File: src/rtl/quad_dec_stall_timer.sv
// 16-bit stall counter for Avalon masters.
//   clock, reset : clock, synchronous active-high reset
//   clear        : zero the count (wins over enable)
//   enable       : count one stalled cycle
//   limit        : count value at which expired asserts
//   count        : current count
//   expired      : count == limit
module quad_dec_stall_timer (
  input  logic        clock,
  input  logic        reset,
  input  logic        clear,
  input  logic        enable,
  input  logic [15:0] limit,
  output logic [15:0] count,
  output logic        expired
);

  logic [15:0] count_q, count_d;

  always_comb begin
    count_d = count_q;
    if (clear)
      count_d = '0;
    else if (enable && (count_q != 16'hFFFF)) // saturate instead of wrapping
      count_d = count_q + 16'd1;
  end

  always_ff @(posedge clock) begin
    if (reset) count_q <= '0;
    else       count_q <= count_d;
  end

  assign count   = count_q;
  assign expired = (count_q == limit);

endmodule

File: config.mk
export PLATFORM = sky130hd
export DESIGN_NAME = quad_dec_stall_timer
export DESIGN_NICKNAME = d
export VERILOG_FILES = /design/src/rtl/quad_dec_stall_timer.sv
export SDC_FILE = /design/constraint.sdc
export NUM_CORES = 1
export LEC_CHECK = 0
export CAP_MARGIN = 20
export CORE_MARGIN = 4
export CORE_UTILIZATION = 35
export DETAILED_ROUTE_END_ITERATION = 10
export SYNTH_ARGS = -nofsm -noshare
export SYNTH_HDL_FRONTEND = slang
export SYNTH_SLANG_ARGS = --single-unit
File: constraint.sdc
create_clock -name clock -period 3.5 [get_ports clock]
set_input_delay 0.35 -clock clock [delete_from_list [all_inputs] [get_ports clock]]
set_output_delay 0.35 -clock clock [all_outputs]
set_load 0.05 [all_outputs]
# Word-level counts from Yosys, hierarchy flattened
# Cells that the tools add are included.
# totals
reg_bits	16
in_bits	20
word_cells	6
# classes
add_sub_neg	1
eq_ne	2
n_reduce_logical	2
# op_table
op	count
$add 16x1->16 const B	1
$eq 16x16->1	1
$ne 16x16->1 const B	1
$reduce_or 2->1	1
$logic_and 1x1->1	1

# Logic depth before layout (Yosys ltp)
# logic_depth
word_depth	2
mapped_depth	5
mapped_depth_nobuf	5

# Least setup slack after synthesis
# OpenSTA, ideal clock, no wires.
# synth_timing
path_kind	reg2out
from	register count_q[6], in the netlist count[6]
to	output expired
arrival_time_ps	2655
required_time_ps	3150
path_slack_ps	495
stages_incl_launch_ff	5
path_buffers	1
path_cell_list	dfxtp_1 > buf_2 > xnor2_1 > nand4_1 > nor4_1
# synth_between
elab_chain_cells	1
# synth_lines
element	line_no	text
start: declaration	18	logic [15:0] count_q, count_d;
start signal: assignment	30	else count_q <= count_d;
$eq 16x16->1	34	assign expired = (count_q == limit);
end: declaration	15	output logic expired
# No other way between the ends.

# Worst setup path in the final report
# Ends and elaborated chain as after synthesis.

==> summary.txt <==
final number of hold-violating endpoints - 0
chip width - 63.38 µm
Layout Skew - 0.0007938 ns
clk sinks - 16
Vias - 1066
Post-synth EDFFs - 0
Slew Limit Headroom - 0.6642
core area - 2853 µm²
clock slew at reported path FFs - 0.10 ns
Crit path arrival time - 2.32 ns
Setup TNS - 0 ns
met3 wire len - 112 µm
fin util - 0.5162
Initial Utilization - 0.3763
Reg2Reg Setup Slack - 1.67 ns
Yosys Warn Count - 0
Residual DRC - 0
worst path required time - 3.15 ns
Setup CP Type - register to primary output
Final HPWL DP - 2100 µm
Post-CTS Hold Fix Bufs - 0
Setup Buffers After CTS - 0
Pwr Total - 357.2 µW
CTS max path bufs - 2
post-CTS resize count - 0
RSZ-0062 raised after global routing - no
initial antenna violation count - 0
pwr dens - 242.5 nW/µm²
sw frac - 0.2320
GP Congestion - 0.7749
max reg flops - 16
Rows - 19
RR Startpoint - count[0]
worst-path maximum fanout - 9
Finished Cell Area - 1473 µm²
TritonCTS clock tree - done
wl on met1 - 1308 µm
TritonCTS buffer count - 3
IO Count - 37
Worst Setup SP - count[6]
die height - 63.38 µm
Inst Count DP - 183
fin nets - 178
Avg Cell Area, Syn - 8.872 µm²
outcome - finished clean
antenna fix cells - 0
Fillers - 292
ys flop type - dfxtp_1
synthesized cell area - 1074 µm²
Pins Over Slew Limit - 0
vias in the first global route - 1049
static leakage - 0.4568 nW
internal power - 274.3 µW
CP startpoint kind - register
routed wl met2 - 1323 µm
CP Capture Type - primary output
total grt overflow - 0
Post-synth ARST share - 0
Flop pwr share - 0.515
gr usage total - 0.1435
maxcap violations - 0
pin count of the biggest net entering global routing - 11
Die Area - 4017 µm²
area grow syn2layout - 37.18%
first-pass GRT wire length - 4692 µm
Yosys cell types - 33
Placement Setup Slack - 0.8741 ns
Yosys reg bits - 16
Avg WL per Cell - 14.78 µm
Non-Filler Instances - 187
HP Class - register to register
combinational share of power - 0.125
Achievable Freq - 374.8 MHz
worst setup margin - 0.8318 ns
Placed Area - 1436 µm²
Top Layer Used - met4
Clock Latency Late Sink - 0.29 ns
antenna-violating nets left - 0
Syn Inst Count - 121
Slew @ Worst Pin - 0.5021 ns
Net Switching - 82.85 µW
Mapped Nets - 142
H-tree depth - 1
period utilization - 0.7623
hold_sp - count[11]
clk root buf - clkbuf_4
Clk pwr share - 0.360
Seq/Total Area, Yosys - 0.2984
Iteration-0 DRC Markers - 23
Fin Hold WS - 0.5639 ns
Port Buffer Count - 36
post-DR vias/cell - 5.701
share of layout cells above drive strength 1 - 0.09615
# setup viols final - 0
Final min period - 2.668 ns
Routed WL - 2764 µm
Max IR drop VDD - 0.0001388 V
DR pass1 iterations - 6
cells in the mapped netlist, drive strengths merged (2+ instances only):
cell type,n,share of area
nand3,8,0.049
nor3,2,0.020
nor2,2,0.0070
and3,2,0.012
nand2,9,0.036
o211ai,3,0.021
or3,4,0.023
inv,2,0.0070
xnor2,16,0.13
o21ai,6,0.028
buf,5,0.034
a31oi,2,0.012
o31ai,7,0.049
a21oi,11,0.051
or4,5,0.035
nor4,4,0.051
and4,3,0.031
dfxtp,16,0.30
nand4,8,0.052
critical path: stages, from the launching register on:
cell,delay (ns)
dfxtp_1,0.53
xnor2_1,0.16
nand4_1,0.13
nor4_1,0.34
clkdlybuf4s50_1,0.87
final cells by class:
cell class              instances  area (µm²)  share of cell area
multi-input cells              98       709.4              0.4817
repair buffers                 36       360.3              0.2447
flip-flops and latches         16       320.3              0.2175
well taps                      31       38.79             0.02634
clock buffers                   4       36.28             0.02464
inverters                       2       7.507            0.005098
routing by layer:
| metal | up-vias | track usage |
|---|---|---|
| met4 | 0 | 0.05660 |
| met5 | - | 0 |
| li1 | 538 | - |
| met2 | 25 | 0.2399 |
| met1 | 501 | 0.1805 |
| met3 | 2 | 0.02664 |
kinds of logic after synthesis:
logic type,share of synthesized area
simple gates,0.3322
buf+inv,0.04079
flops,0.2984
xor+xnor,0.1305
fa+ha+maj,0.01165
compound gates,0.1865
path summary, 6_finish.rpt:
kind / to / depth (start not counted)
worst max-delay path: expired / 4
worst min-delay path: count[11] / 2
worst min register to register: count[11] / 2
worst max register to register: count[14] / 5
power by group through the flow:
stage | registers, mW | clock network (mW) | logic, mW
3_5_place_dp | 0.188 | 0 | 0.0448
3_3_place_gp | 0.188 | 0 | 0.0442
4_1_cts | 0.184 | 0.132 | 0.0451
5_1_grt | 0.184 | 0.136 | 0.0479
6_report | 0.184 | 0.129 | 0.0446
2_1_floorplan | 0.191 | 0 | 0.0143
cell usage in the layout (no fill, tap or decap), drive strengths merged, types with 2 or more instances in the layout:
cell	count
nor4	4
nor3	2
a21oi	11
o211ai	3
nor2	2
nand4	8
xnor2	16
and4	3
nand2	9
or4	5
nand3	8
and3	2
clkbuf	4
o21ai	6
or3	4
inv	2
clkdlybuf4s50	36
o31ai	7
a31oi	2
dfxtp	16
(Power assumes the default switching activity.)
